===== src/rtl/sevenseg_mux_n.sv =====
// sevenseg_mux_n: time-multiplexed driver for NDIGITS common-anode seven-segment
// digits on a shared segment bus. Each digit owns a slot of 2**DIV_BITS clocks that
// opens with DEAD_CYCLES of blanking, so no digit ghosts into its neighbour. Display
// data is double-buffered and swapped only at the frame boundary, so a frame never tears.
`timescale 1ns/1ps
module sevenseg_mux_n #(
  parameter int NDIGITS     = 4,
  parameter int DIV_BITS    = 16,
  parameter int DEAD_CYCLES = 64
) (
  input  logic                   int_osc,
  input  logic                   reset,
  input  logic [4*NDIGITS-1:0]   digits,
  input  logic [NDIGITS-1:0]     digit_en,
  input  logic [NDIGITS-1:0]     dp,
  input  logic                   load,
  output logic [6:0]             seg,
  output logic                   dp_out,
  output logic [NDIGITS-1:0]     anode,
  output logic                   frame_done
);

  localparam int                  IDX_W     = $clog2(NDIGITS);
  localparam logic [DIV_BITS-1:0] CNT_MAX   = '1;
  localparam logic [DIV_BITS-1:0] CNT_PRE   = CNT_MAX - DIV_BITS'(1);
  localparam logic [DIV_BITS-1:0] DEAD_LAST = DIV_BITS'(DEAD_CYCLES - 1);
  localparam logic [IDX_W-1:0]    IDX_LAST  = IDX_W'(NDIGITS - 1);

  typedef enum logic {BLANK, DRIVE} state_t;

  logic [DIV_BITS-1:0]          cnt;
  logic [IDX_W-1:0]             idx;
  state_t                       state, next_state;
  logic                         slot_end, frame_end;

  // Digit k of a buffer is entry [k], matching digits[4k+3:4k] of the input bus.
  logic [NDIGITS-1:0][3:0]      pend_dig, act_dig;
  logic [NDIGITS-1:0]           pend_en, act_en;
  logic [NDIGITS-1:0]           pend_dp, act_dp;

  logic [6:0]                   seg_d;
  logic                         dp_d;
  logic [NDIGITS-1:0]           anode_d;

  assign slot_end  = (cnt == CNT_MAX);
  assign frame_end = slot_end && (idx == IDX_LAST);

  // Hex nibble to active-low segments, bit order {g,f,e,d,c,b,a}.
  function automatic logic [6:0] hex7(input logic [3:0] h);
    case (h)
      4'h0: hex7 = 7'h40;  4'h1: hex7 = 7'h79;  4'h2: hex7 = 7'h24;  4'h3: hex7 = 7'h30;
      4'h4: hex7 = 7'h19;  4'h5: hex7 = 7'h12;  4'h6: hex7 = 7'h02;  4'h7: hex7 = 7'h78;
      4'h8: hex7 = 7'h00;  4'h9: hex7 = 7'h10;  4'hA: hex7 = 7'h08;  4'hB: hex7 = 7'h03;
      4'hC: hex7 = 7'h46;  4'hD: hex7 = 7'h21;  4'hE: hex7 = 7'h06;  default: hex7 = 7'h0E;
    endcase
  endfunction

  // Slot timebase: cnt wraps every slot, idx advances on each wrap and wraps per frame.
  // NOTE: all clocked state uses non-blocking assignment so every register samples
  // pre-edge values and simulation order cannot change the result.
  always_ff @(posedge int_osc or posedge reset) begin
    if (reset) begin
      cnt <= '0;
      idx <= '0;
    end else begin
      cnt <= cnt + DIV_BITS'(1);
      if (slot_end) idx <= (idx == IDX_LAST) ? '0 : idx + IDX_W'(1);
    end
  end

  // Double buffer: load fills pending; the frame boundary moves pending to active,
  // taking the live inputs instead when a load lands exactly on the boundary edge.
  // The buffers are plain registers and are cleared so the display starts dark.
  always_ff @(posedge int_osc or posedge reset) begin
    if (reset) begin
      pend_dig <= '0;
      pend_en  <= '0;
      pend_dp  <= '0;
      act_dig  <= '0;
      act_en   <= '0;
      act_dp   <= '0;
    end else begin
      if (load) begin
        pend_dig <= digits;
        pend_en  <= digit_en;
        pend_dp  <= dp;
      end
      if (frame_end) begin
        act_dig <= load ? digits   : pend_dig;
        act_en  <= load ? digit_en : pend_en;
        act_dp  <= load ? dp       : pend_dp;
      end
    end
  end

  // FSM state register.
  always_ff @(posedge int_osc or posedge reset) begin
    if (reset) state <= BLANK;
    else       state <= next_state;
  end

  // FSM next state: blank for the dead time, then drive until the slot wraps.
  always_comb begin
    next_state = state;
    case (state)
      BLANK:   if (cnt == DEAD_LAST) next_state = DRIVE;
      DRIVE:   if (slot_end)         next_state = BLANK;
      default: next_state = BLANK;
    endcase
  end

  // FSM outputs, computed for the upcoming state so the registered seg and anode
  // change together on one edge. A disabled digit keeps its segments dark too.
  // NOTE: every output gets a default first so no path leaves one unassigned,
  // which would otherwise infer a latch.
  always_comb begin
    seg_d   = 7'h7F;
    dp_d    = 1'b1;
    anode_d = '1;
    if (next_state == DRIVE && act_en[idx]) begin
      seg_d        = hex7(act_dig[idx]);
      dp_d         = ~act_dp[idx];
      anode_d[idx] = 1'b0;
    end
  end

  // Output registers; frame_done is registered one clock early so it is high
  // during the last clock of the final digit's slot.
  always_ff @(posedge int_osc or posedge reset) begin
    if (reset) begin
      seg        <= 7'h7F;
      dp_out     <= 1'b1;
      anode      <= '1;
      frame_done <= 1'b0;
    end else begin
      seg        <= seg_d;
      dp_out     <= dp_d;
      anode      <= anode_d;
      frame_done <= (cnt == CNT_PRE) && (idx == IDX_LAST);
    end
  end

endmodule


===== config.mk =====
export PLATFORM = sky130hd
export DESIGN_NAME = sevenseg_mux_n
export DESIGN_NICKNAME = d
export VERILOG_FILES = /design/src/rtl/sevenseg_mux_n.sv
export SDC_FILE = /design/constraint.sdc
export NUM_CORES = 1
export LEC_CHECK = 0
export ABC_AREA = 1
export ABC_CLOCK_PERIOD_IN_PS = 4800
export CAP_MARGIN = 20
export CORE_AREA = 2 2 100 102
export CTS_CLUSTER_DIAMETER = 150
export DETAILED_ROUTE_END_ITERATION = 8
export DIE_AREA = 0 0 102 104
export GPL_TIMING_DRIVEN = 0
export PLACE_DENSITY = 0.71
export SKIP_CTS_REPAIR_TIMING = 1
export SLEW_MARGIN = 20
export SYNTH_ARGS = -nofsm -noshare
export SYNTH_HDL_FRONTEND = slang
export SYNTH_SLANG_ARGS = --single-unit
export TNS_END_PERCENT = 100

===== constraint.sdc =====
create_clock -name int_osc -period 4.8 [get_ports int_osc]
set_clock_uncertainty 0.1 [all_clocks]
set_input_delay 0.96 -clock int_osc [delete_from_list [all_inputs] [get_ports int_osc]]
set_output_delay 0.96 -clock int_osc [all_outputs]
set_load 0.01 [all_outputs]

==> metrics.yaml <==
start_util_pct: 39.3
setup_slack_ns: 2.32
io_pins: 40
r2r_start: "idx[0]$_DFFE_PP0N_"
crit_chain: "clkdlybuf4s50_1"
crit_path_end_kind: "primary output"
cts_root_buffer: "clkbuf_8"
fin_util_pct: 47.7
synth_largest_area_cell: "dfrtp_1"
die_area_sq_um: 10600
reg2reg_slack_ns: 2.70
min_path_cells: 2
worst_r2r_endpoint: "seg[5]$_DFF_PP1_"
critical_path.startpoint: "anode[3]$_DFF_PP1_"
ys_ff_latch: 80
grt_pass1_wl_mm: 13.1
max_stage_delay_ns: 0.53
synth_edf_count: 0
final_hold_viol_count: 0
p_leak_nw: 2.25
max_cap_viol_count: 0
rows: 36
vias: 2849
finalWeightedCongestion: 0.792
fin_crit_sh_pct: 51.6
cts-htree-levels: 3
synth_area_leaders: "dfrtp_1, nand2_1, dfstp_2, nand3_1, ha_1"
cts_tree: "yes"
wl_per_cell_um: 11.8
grtUsageTotal_pct: 15.3
relSlewSlack_pct: 68.1
avgSynthCellArea_sq_um: 8.61
max_freq_mhz: 404
rsz0062_at_grt: "no"
place_inst: 608
status: "finished, final reports clean"
avgViaCountPerCell: 4.57
globalRouteOverflowTotal: 0
slew_violations: 0
drt-initial-drc-count: 204
die_x_um: 102
grt_pass1_vias: 2947
hold_path_class: "reg -> reg"
final_layout_size_suffix_gt1_share_pct: 12.4
clockBufferDepth: 2
slowest_stage: "dfstp_2"
worstHoldEndpoint: "pend_en[0]$_DFF_PP0_"
syn_inst: 436
critical_path.top_delay_family: "flip-flops"
place_ws_ns: 2.52
peakVddDrop_mv: 0.122
num_antenna_cells: 0
critPathLaunchType: "flop"
required_ns: 3.74
cp_num_buf_inv: 1
power.density_nw_per_um2: 289
drtPass1Iterations: 4
grt_max_degree: 57
reg2regPathDepth: 11
synth_ff_type: "dfrtp_1"
final_cells: 624
ys_async_sr_fraction_pct: 100
cts_buffers: 9
die_h_um: 104
worst-path-max-fanout: 1
period_minus_slack_ns: 2.48
ant_nets: 0
syn2layout_area_growth_pct: 21.2
setup_viol: 0
clk_pin_slew_worst_paths_ns: 0.08
seq_area_frac_synth_pct: 53.7
synth_top_area_share_pct: 45.3
core_area_sq_um: 9550
syn-num-nets: 475
yosysUniqueCellTypes: 26
route.detailed.drc: 0
finalHoldWorstSlack_ns: 0.373
totalNegativeSetupSlack_ns: 0
worstSetupPathType: "reg -> out"
synthesis.area_sq_um: 3760
clk-insertion-delay-late_ns: 0.35
wl_mm: 7.36
hold_path.startpoint: "pend_en[0]$_DFF_PP0_"
clock-sinks: 80
antenna_found_initial: 0
max_slew.worst_pin.slew_ns: 0.479
arrival_ns: 1.42
synth_warnings: 0
hpwl_mm: 5.30
port-buffer-count: 38
fin_nets: 525
-- cells in the mapped netlist, types with 7 or more instances --
| master | n |
|---|---|
| nand2_1 | 178 |
| dfrtp_1 | 68 |
| nand3_1 | 45 |
| inv_1 | 23 |
| nor2_1 | 22 |
| nand2_2 | 14 |
| dfstp_2 | 12 |
| ha_1 | 12 |
| clkbuf_1 | 8 |
| o21ai_0 | 7 |
| xnor2_1 | 7 |
-- worst max-delay path by stage --
stage | endpoint | slack, ns | cells after the start
detailed placement | act_dig[11]$_DFFE_PP0P_ | 2.52 | 7
global placement | pend_dp[1]$_DFF_PP0_ | 0.51 | 2
finish | anode[3] | 2.32 | 1
CTS | anode[3] | 2.31 | 1
floorplan | act_dig[0]$_DFFE_PP0P_ | 1.71 | 1
global route | anode[3] | 2.29 | 1
-- layout by cell type (no fill, tap or decap), types with 2 or more instances in the layout --
cell	netlist	routed
dfrtp_1	68	68
o21ai_1	4	4
clkbuf_8	0	9
o21ai_0	7	7
nand2_1	178	178
inv_1	23	22
nor2_8	2	2
nand3_1	45	45
dfstp_2	12	12
clkbuf_1	8	9
xnor2_1	7	7
nand2_2	14	14
nand4_1	4	4
buf_6	3	3
a21oi_1	6	6
clkdlybuf4s50_1	0	38
inv_2	2	2
nand2_4	2	2
ha_1	12	12
xor2_1	6	6
inv_6	0	2
nor2_1	22	22
buf_2	2	2
buf_4	4	4
bufinv_16	0	2
-- metal layers --
metal	part of all wire, %	GRT usage [%]
met1	46	19.8
met2	48	25.3
met3	4.7	4.23
met4	1.3	3.62
met5	0	0
-- through the flow --
step	instance area [sq um]	total power, mW
2_1_floorplan	3760	0.744
3_3_place_gp	4300	0.775
3_5_place_dp	4330	0.781
4_1_cts	4550	1.33
5_1_grt	4550	1.37
6_report	4550	1.31
-- flip-flops by register name, indices dropped and copies added, names as in the netlist --
signal and flops:
frame_done 1, act_en 4, pend_dp 4, act_dp 4, act_dig 16, anode 4
dp_out 1, seg 7, pend_en 4, idx 2, cnt 16, pend_dig 16
state 1
-- power by group --
group / switching (mW) / leakage, nW / total, mW / internal [mW]
clock: 0.252 / 0.107 / 0.548 / 0.296
combinational: 0.0387 / 1.24 / 0.0683 / 0.0296
sequential: 0.00504 / 0.902 / 0.697 / 0.692
total: 0.296 / 2.25 / 1.31 / 1.02
-- cell type report --
class                           instances  area [sq um]
Buffer                                 17           104
Clock buffer                           10           128
Clock inverter                          6          90.1
Fill cell                             936          5000
Inverter                               25          96.3
Multi-Input combinational cell        314          1540
Sequential cell                        80          2020
Tap cell                              133           166
Timing Repair Buffer                   39           408
-- cell families after synthesis --
group           synth area share [%]
compound gates                  2.56
xor+xnor                        3.03
fa+ha+maj                       4.00
buf+inv                         5.26
flops                           53.7
simple gates                    31.4
(Power assumes the default switching activity.)
==> RTL edit, RTL diff (same settings) <==
Change the parameter `NDIGITS` from 4 to 2.
--- a/src/rtl/sevenseg_mux_n.sv
+++ b/src/rtl/sevenseg_mux_n.sv
@@ -5,5 +5,5 @@
 `timescale 1ns/1ps
 module sevenseg_mux_n #(
-  parameter int NDIGITS     = 4,
+  parameter int NDIGITS     = 2,
   parameter int DIV_BITS    = 16,
   parameter int DEAD_CYCLES = 64
Ports: changed (resized anode, digit_en, digits and dp); port bits go from 40 to 26. No check against the original RTL was run, so the function may have changed too.
==> RTL edit against the original RTL <==
Sequential power down 34%; setup slack better by 58 ps; global-route usage down 5.3 points; wire length shrank 35%; design area decreased by 32%; sequential share of layout area shrank 0.84 points; via count down 36%; area after synthesis decreased by 33%; power is 39% lower; sequential cell count shrank 27; largest cell class unchanged; highest routed layer unchanged.
==> RTL edit: results (changes against the original RTL) <==
status=complete, no violations; Logic power comb=38.0 uW (-44%); nets@finish=326 (-38%); synth unique cells=27 (+3.8%); filler cell count in the final layout=1,018 (+8.8%); CP delay by family, top=buffers and inverters; mean number of vias per cell=4.162 (-8.8%); slowest library cell on the worst path=clkdlybuf4s50_1; mux cell area share after synthesis=0.05339 (+0.05339); adder-cell share of the synthesized area=0.03955 (-0.0004281); Post-DP HPWL=3608 um (-32%); pin count of the biggest net entering global routing=36 (-37%); Worst-Skew Late Latency=310 ps (-40 ps); share of post-route cells with drive strength above 1=0.1579 (+0.03366); Seq/Total Area, Yosys=0.5289 (-0.008058); GR Util met1=0.1374 (-0.06099); Leakage=0.001376 uW (-39%); GPL Wtd Cong=0.8201 (+3.5%); CTS Buf Count=5 (-4); DR WL met2=2152 um (-39%); DP Area=0.002968 mm^2 (-32%); DRT iter0 DRCs=64 (-69%); vias in the first global route=1,881 (-36%); met2 GRT Util=0.1508 (-0.1020); dominant cells by area after synthesis=dfrtp_1 43%, nand2_1 11%, dfstp_2 10%; largest registers=cnt: 16 flops, act_dig: 8 flops, pend_dig: 8 flops
-- RTL edit: cell types whose count changed in the layout (fill, tap and decap cells not counted), moves of 12 or more --
cell / delta
nand2_2: -12
dfrtp_1: -25
clkdlybuf4s50_1: -13
nand2_1: -104
mux2_2: +12
nand3_1: -20
-- RTL edit: layout make-up --
class                      count  area share
multi-input combinational    189      0.3458
sequential                    53      0.4348
tap                          133     0.05404
clock inverter                 2     0.01260
clock buffer                   6     0.02357
buffer                         6     0.01463
inverter                      22     0.02682
timing repair buffer          26     0.08777
-- RTL edit: path summary, 6_finish.rpt --
kind / startpoint / cells past startpoint / slack, ps / to
max: dp_out / 1 / 2380 / dp_out
min: act_en[0] / 1 / 390 / anode[0]
max reg2reg: idx / 10 / 2670 / seg[0]
min reg2reg: act_en[0] / 1 / 390 / anode[0]
max in group asynchronous: reset / 3 / 3160 / dp_out
min in group asynchronous: reset / 2 / 860 / cnt[2]
